--- config.mk ---
export PLATFORM = sky130hd
export DESIGN_NAME = cordic_rotation_stage
export DESIGN_NICKNAME = d
export VERILOG_FILES = /design/src/rtl/cordic_rotation_stage.sv
export SDC_FILE = /design/constraint.sdc
export NUM_CORES = 1
export LEC_CHECK = 0
export ABC_AREA = 1
export CAP_MARGIN = 0
export CORE_MARGIN = 4
export CORE_UTILIZATION = 30
export DETAILED_ROUTE_END_ITERATION = 16
export PLACE_DENSITY = 0.55
export SYNTH_ARGS = -nofsm -noshare
export SYNTH_HDL_FRONTEND = slang
export SYNTH_SLANG_ARGS = --single-unit
--- constraint.sdc ---
create_clock -name clk -period 1.49 [get_ports clk]
set_clock_uncertainty 0.05 [all_clocks]
set_input_delay 0.149 -clock clk [delete_from_list [all_inputs] [get_ports clk]]
set_output_delay 0.149 -clock clk [all_outputs]
set_load 0.01 [all_outputs]
--- src/rtl/cordic_rotation_stage.sv ---
// One rotation-mode CORDIC micro-rotation with a single register stage.
// Sixteen of these chained (shift i, shift_angle = atan(2^-i)) and seeded
// with x = K, y = 0, angle = 0 produce cos(target) on the last new_x.
module cordic_rotation_stage #(
  parameter int DATA_WIDTH       = 22,
  parameter int FRACTIONAL_WIDTH = 20,
  parameter int SHIFT_WIDTH      = 4
) (
  input  logic                         clk,
  input  logic                         rst,
  input  logic                         clk_en,
  input  logic signed [DATA_WIDTH-1:0] target,
  input  logic [SHIFT_WIDTH-1:0]       shift_value,
  input  logic [DATA_WIDTH-1:0]        shift_angle,
  input  logic signed [DATA_WIDTH-1:0] angle,
  input  logic signed [DATA_WIDTH-1:0] x,
  input  logic signed [DATA_WIDTH-1:0] y,
  output logic signed [DATA_WIDTH-1:0] new_angle,
  output logic signed [DATA_WIDTH-1:0] new_x,
  output logic signed [DATA_WIDTH-1:0] new_y,
  output logic signed [DATA_WIDTH-1:0] target_out
);

  // Fixed-point format needs at least one integer bit besides the sign.
  if (FRACTIONAL_WIDTH > DATA_WIDTH - 2) begin : g_fmt_chk
    $error("cordic_rotation_stage: FRACTIONAL_WIDTH leaves no integer bit");
  end

  // Registered stage result, one word per output.
  typedef struct packed {
    logic signed [DATA_WIDTH-1:0] x;
    logic signed [DATA_WIDTH-1:0] y;
    logic signed [DATA_WIDTH-1:0] angle;
    logic signed [DATA_WIDTH-1:0] target;
  } stage_word_t;

  stage_word_t                  nxt_w;
  stage_word_t                  q_w;
  logic                         rot_pos;
  logic signed [DATA_WIDTH-1:0] xs;
  logic signed [DATA_WIDTH-1:0] ys;
  logic signed [DATA_WIDTH-1:0] step_ang;

  // Micro-rotation: pick direction from the live inputs, shift
  // arithmetically, and add/subtract at full word width (wraps on overflow).
  always_comb begin
    rot_pos  = (angle <= target);    // tie rotates positive
    xs       = x >>> shift_value;
    ys       = y >>> shift_value;
    step_ang = $signed(shift_angle); // bit pattern reused; only add/sub follows
    nxt_w    = '0;
    nxt_w.target = target;
    if (rot_pos) begin
      nxt_w.x     = x - ys;
      nxt_w.y     = y + xs;
      nxt_w.angle = angle + step_ang;
    end else begin
      nxt_w.x     = x + ys;
      nxt_w.y     = y - xs;
      nxt_w.angle = angle - step_ang;
    end
  end

  // Output register: async clear, loads only when the stage is enabled.
  always_ff @(posedge clk or negedge rst) begin
    if (!rst)        q_w <= '0;
    else if (clk_en) q_w <= nxt_w;
  end

  assign new_x      = q_w.x;
  assign new_y      = q_w.y;
  assign new_angle  = q_w.angle;
  assign target_out = q_w.target;

endmodule

==> impl_metrics.json, run 1 <==
{
  "syn_nets": 1894,
  "cellPowerDensity_mw_per_mm2": 1090,
  "p_switching_uw": 10200,
  "netlist_area_sq_mm": 0.0107,
  "crit_type": "input pin to register",
  "relSlewSlack": 0.756,
  "place.gp.congestion": 0.910,
  "yosys.area.top_type_share": 0.206,
  "placed_cell_area_sq_mm": 0.0174,
  "hp-start": "target[11]",
  "nets": 2622,
  "htreeDepth": 3,
  "yosysWarnings": 0,
  "drv_slew": 0,
  "dp_hpwl_um": 37000,
  "switching_share": 0.433,
  "path_buf_inv": 4,
  "r2r-start": "new_angle[19]",
  "worst_pin_slew_ns": 0.366,
  "max_freq_mhz": 292,
  "async_flop_share": 1.00,
  "post-route-cell-area_sq_mm": 0.0216,
  "cts-root-buf": "clkbuf_16",
  "yosys-top-cells-area": "dfrtp_1 (21%), nand2_1 (16%), nand3_1 (11%)",
  "grt_setup_unrepaired": "yes",
  "hold_class": "input pin to register",
  "worstPathRequired_ns": 1.74,
  "synth_top_flop_cell": "dfrtp_1",
  "drv_cap": 0,
  "setup_tns_ns": -104.90,
  "holdWs_ns": 0.00219,
  "rows": 68,
  "via_per_inst": 5.05,
  "drt-pass1-iter-count": 7,
  "die_height_um": 197,
  "cts.path.max_buffers": 2,
  "cts.sinks": 88,
  "die_w_um": 197,
  "grt_pass1_vias": 14600,
  "synth_edf_count": 0,
  "yosysSeqAreaShare": 0.206,
  "antenna_found_initial": 0,
  "grt_overflow": 0,
  "rrSetupSlack_ns": 0.74,
  "ys_ff_latch": 88,
  "clk_pin_slew_ns": 0.07,
  "crit_arrival_ns": 3.67,
  "cp_top_family": "simple AND/OR/NAND/NOR gates",
  "drive_gt1_frac": 0.496,
  "drt-total-wl_um": 50900,
  "power_frac_seq": 0.152,
  "first_iter_violations": 828,
  "wl_per_cell_um": 17.7,
  "period_needed_ns": 3.43,
  "synthCells": 1684,
  "timing.final.crit_share": 2.30,
  "status": "complete, but fails checks",
  "cts_buffers": 9,
  "track_usage": 0.249,
  "critPathCaptureType": "register",
  "combPwrFrac": 0.742,
  "diodes": 0,
  "p_int_uw": 13400,
  "start_kind": "input pin",
  "min_path_cells": 3,
  "synth_common_cells": "nand2_1 (451), nand3_1 (245), inv_1 (163)",
  "p_total_uw": 23600,
  "dpl.cell_count": 2720,
  "vdd_drop_max_mv": 0.651,
  "synth_largest_area_cell": "dfrtp_1",
  "worst_path_max_delay_cell": "ha_2",
  "r2r_end": "new_angle[19]",
  "synth_cell_types": 50,
  "grt_max_degree": 58,
  "clk_latency_ns": 0.37,
  "critical_path.max_fanout": 5,
  "avgSynthCellArea_sq_um": 6.35,
  "layout_setup_ws_ns": -1.94,
  "initial_core_util": 0.306,
  "violations": "setup timing",
  "grt_pass1_wl_um": 77700,
  "syn_to_final_growth_pct": 102,
  "vias": 14500,
  "cts_tree": "built",
  "ant_nets": 0,
  "drcViolationCount": 0,
  "r2r_cells": 2,
  "p_leak_uw": 0.0109,
  "min_to": "target_out[11]",
  "pin_count": 205,
  "setup_viol": 64,
  "dieArea_sq_mm": 0.0387,
  "critPathMaxStageDelay_ns": 0.33,
  "yosys.cell_count.top_type": "nand2_1",
  "core_area_sq_mm": 0.0349,
  "instances_no_fill": 2872,
  "hold_viol": 0,
  "p_clk_frac": 0.106,
  "crit_chain": "dlygate4sd2_1, ha_2, nand2_2, nor2_4, o21ai_2, nand3_2, nand2_2, nand4_1, nand3_4, buf_12, buf_16, a21oi_4, xor2_1, ha_1, a21oi_2, o21a_1, nand2_1, a21oi_2, o21bai_2, buf_4, or2_2, a31oi_1",
  "numPortBuffers": 204
}
area by class of cell:
cell class	count	area [sq um]
Clock buffer	10	229
Multi-Input combinational cell	1366	10700
Inverter	170	712
Fill cell	3062	13300
Tap cell	455	569
Sequential cell	88	2200
Clock inverter	6	67.6
Timing Repair inverter	1	8.76
Timing Repair Buffer	776	7080
power groups by stage:
| stage | Clock [uW] | Sequential [uW] | Combinational [uW] |
|---|---|---|---|
| after floorplan | 0 | 3960 | 6350 |
| after global placement | 0 | 3640 | 13300 |
| after detailed placement | 0 | 3670 | 13400 |
| after CTS | 2570 | 3620 | 15500 |
| after global routing | 2650 | 3700 | 18800 |
| final | 2490 | 3590 | 17500 |
worst reg2reg max path, cell delays in order (launching register included):
cell and delay, ns:
dfrtp_1 0.41, nor2_1 0.12, a31oi_1 0.05
what timing repair did:
action,CTS,global route
gates cloned,9,3
setup endpoints to repair,130,113
endpoints found under the hold margin,94,1
resized for setup,548,360
pin swaps,153,228
buffers inserted,101,42
hold buffers,7,1
kinds of logic (layout without fill, tap and decap cells):
kind of cell,count (synthesis),after routing,share of synthesized area
compound gates,266,266,0.140
xor+xnor,88,88,0.0721
fa+ha+maj,93,93,0.111
buf+inv,230,963,0.0887
flops,88,88,0.206
mux,2,2,0.00187
simple gates,917,917,0.380
cells in the final DEF (no fill, tap or decap), types with 17 or more instances in the layout:
cell             count
buf_4              468
clkdlybuf4s50_1     33
nor2_1              73
nand3_2             83
nand2_1            352
o21ai_1             45
ha_1                30
nand2_2             95
dlygate4sd2_1       68
nand3_1            153
buf_12              22
dfrtp_1             88
a21oi_4             17
inv_1              112
dlymetal6s2s_1      66
inv_2               46
o21ai_2             26
nor2_2              20
nand4_1             17
nand2_4             29
nand3_4             18
ha_4                55
a21oi_1             24
xor2_1              48
buf_6               62
buf_2               23
nor2_4              37
o21ai_0             33
a21oi_2             47
metal layers:
layer	up-vias	wire (um)	track usage
met3	78	2560	0.0303
met5	-	0	0
met1	6933	22300	0.329
met4	0	1290	0.0629
met2	427	24800	0.433
li1	7059	-	-
worst max-delay path by stage:
stage                         from       endpoint  slack, ns  cells past startpoint
floorplan               target[11]      new_x[16]      -1.75                     23
finish                    angle[2]      new_x[15]      -1.94                     22
CTS                 shift_angle[0]  new_angle[21]      -1.90                     22
global placement        target[11]  new_angle[21]      -2.91                     23
global route             target[6]      new_x[15]      -2.09                     21
detailed placement      target[11]  new_angle[17]      -2.92                     25
sequential cells by signal, indices dropped and copies added (netlist names):
signal,flops
new_angle,22
new_x,22
new_y,22
target_out,22
per-stage QoR:
step	setup slack [ns]	util
after detailed placement	-2.92	0.500
final	-1.94	0.618
after CTS	-1.90	0.574
after global routing	-2.09	0.618
after global placement	-2.91	0.500
after floorplan	-1.75	-
Note: power is estimated with default switching activity, not from simulation.
==> run 2, diff against run 1 <==
==> constraint.sdc (replaced) <==
create_clock -name clk -period 3.6 [get_ports clk]
set_clock_uncertainty 0.05 [all_clocks]
set_input_delay 0.36 -clock clk [delete_from_list [all_inputs] [get_ports clk]]
set_output_delay 0.36 -clock clk [all_outputs]
set_load 0.01 [all_outputs]
==> run 2 against run 1 <==
  * Sequential cell count unchanged
  * Clock power down 59%
  * Highest routed layer unchanged
  * Wire length down 6.5%
  * Global-route usage down 2.8 points
  * Die area unchanged
  * Sequential power down 58%
  * Largest cell class unchanged
  * The run now ends clean
  * Total power down 62%
  * Count of clock-buffer cells in the layout unchanged
  * Non-clock buffer count down 72
  * Via count down 3.3%
  * Sequential share of layout area up 0.94 points
  * Hold slack better by 0.084 ns
==> impl_metrics.json, run 2 (synthesis gave the netlist of run 1 again) <==
{
  "cts.path.max_buffers": 2,
  "setup_viol": 0,
  "p_clk_frac": 0.115,
  "worst_path_max_delay_cell": "ha_1",
  "crit_start": "target[12]",
  "timing.final.crit_share": 0.991,
  "worstPathRequired_ns": 3.80,
  "die_height_um": 197,
  "crit_top_cell": "buf_4",
  "layout_commonest_cell": "buf_4",
  "relSlewSlack": 0.382,
  "final_cell_mix": "buf_4 (459), nand2_1 (384), nand3_1 (198)",
  "htreeDepth": 3,
  "clk_pin_slew_ns": 0.07,
  "hold_class": "input pin to asynchronous set/reset pin",
  "grt_setup_unrepaired": "yes",
  "rrSetupSlack_ns": 2.82,
  "critPathMaxStageDelay_ns": 0.30,
  "dp_slack_ns": -1.33,
  "cts_buffers": 9,
  "max_freq_mhz": 280,
  "dp_hpwl_um": 35500,
  "vdd_drop_max_mv": 0.214,
  "r2r-start": "target_out[7]",
  "clk_latency_ns": 0.36,
  "track_usage": 0.221,
  "syn_to_final_growth_pct": 84.8,
  "nets": 2549,
  "p_leak_uw": 0.00990,
  "crit_type": "input pin to register",
  "drive_gt1_frac": 0.426,
  "period_needed_ns": 3.57,
  "crit_arrival_ns": 3.77,
  "r2r_cells": 2,
  "grt_max_degree": 71,
  "pin_count": 205,
  "setup.worst_path.end": "new_y[21]",
  "cts_tree": "built",
  "p_switching_uw": 3780,
  "power_frac_seq": 0.166,
  "vias": 14000,
  "initial_core_util": 0.306,
  "drv_slew": 0,
  "drv_cap": 0,
  "combPwrFrac": 0.719,
  "die_w_um": 197,
  "first_iter_violations": 935,
  "cts.sinks": 88,
  "switching_share": 0.420,
  "utilization": 0.566,
  "via_per_inst": 5.00,
  "holdWs_ns": 0.0860,
  "grt_pass1_wl_um": 69500,
  "place.gp.congestion": 0.932,
  "numPortBuffers": 204,
  "rows": 68,
  "hold_viol": 0,
  "wl_per_cell_um": 17.0,
  "cts-root-buf": "clkbuf_16",
  "core_area_sq_mm": 0.0349,
  "status": "completed",
  "ant_nets": 0,
  "critical_path.max_fanout": 6,
  "drt-total-wl_um": 47600,
  "critPathCaptureType": "register",
  "worst_pin_slew_ns": 0.927,
  "p_int_uw": 5230,
  "dieArea_sq_mm": 0.0387,
  "drt-pass1-iter-count": 6,
  "r2r_end": "target_out[7]",
  "drcViolationCount": 0,
  "layout_setup_ws_ns": 0.0318,
  "cellPowerDensity_mw_per_mm2": 456,
  "grt_overflow": 0,
  "grt_pass1_vias": 13400,
  "antenna_found_initial": 1,
  "start_kind": "input pin"
}
==> run 2: cell types whose count changed in the layout (fill, tap and decap cells not counted), moves of 13 or more <==
cell             before  now
nand3_2              83   48
o21ai_1              45   21
clkdlybuf4s50_1      33  107
clkbuf_2              2   21
buf_6                62   24
dlygate4sd2_1        68    0
nand2_4              29   16
buf_2                23    3
nand2_1             352  384
nand2_2              95   77
nand3_1             153  198
o21ai_0              33   69
==> run 2: how the worst min path moves through the flow <==
stage                   from  slack [ns]             to  cells after the start
CTS                      rst        0.12  target_out[2]                      1
finish                   rst        0.09  target_out[2]                      1
global placement    new_y[0]        0.41       new_y[0]                      2
detailed placement  new_y[0]        0.41       new_y[0]                      2
floorplan                rst        0.01   new_angle[0]                      0
global route             rst        0.16  target_out[2]                      1
==> run 2: through the flow <==
step | total power [uW] | setup TNS (ns) | instances | instance area, sq um
floorplan | 3870 | -0.0952 | 1684 | 10700
global placement | 6610 | -37.93 | 2718 | 16400
detailed placement | 6660 | -38.47 | 2718 | 16400
CTS | 8220 | -8.79 | 2751 | 17500
global route | 9640 | -3.16 | 2800 | 19700
finish | 9010 | 0 | 2801 | 19700
==> run 2: layer usage <==
layer / up-vias / global-route usage / routed length, um
met5: - / 0 / 0
met3: 64 / 0.0243 / 2530
met1: 6622 / 0.288 / 20400
met2: 412 / 0.390 / 23700
li1: 6917 / - / -
met4: 0 / 0.0547 / 942
==> run 2: power by group through the flow <==
stage	Combinational, uW	Sequential [uW]	Clock (uW)
2_1_floorplan	2230	1640	0
3_3_place_gp	5100	1510	0
3_5_place_dp	5140	1520	0
4_1_cts	5660	1500	1060
5_1_grt	7010	1540	1090
6_report	6480	1500	1030
==> run 2: final cells by class <==
type / instances / area, sq um
repair buffers: 704 / 6270
inverters: 170 / 668
well taps: 455 / 569
clock buffers: 10 / 239
multi-input cells: 1366 / 9720
fillers: 3240 / 15100
diodes: 2 / 5.00
flip-flops and latches: 88 / 2200
clock inverters: 6 / 75.1
==> run 2: what timing repair did <==
item / in CTS / in global routing
hold buffers: 0 / 0
endpoints found under the setup margin: 51 / 54
pin swaps: 18 / 151
cloned: 2 / 8
setup buffers: 15 / 44
gates resized for setup: 161 / 517
==> run 2: critical path: cells and delay by family <==
| family | cells | cell delay, ns |
|---|---|---|
| AND/OR/NAND/NOR | 11 | 1.00 |
| buffers and inverters | 9 | 1.01 |
| XOR/XNOR | 1 | 0.15 |
| adder cells (fa/ha/maj) | 2 | 0.57 |
| AO/OA/AOI/OAI | 5 | 0.65 |
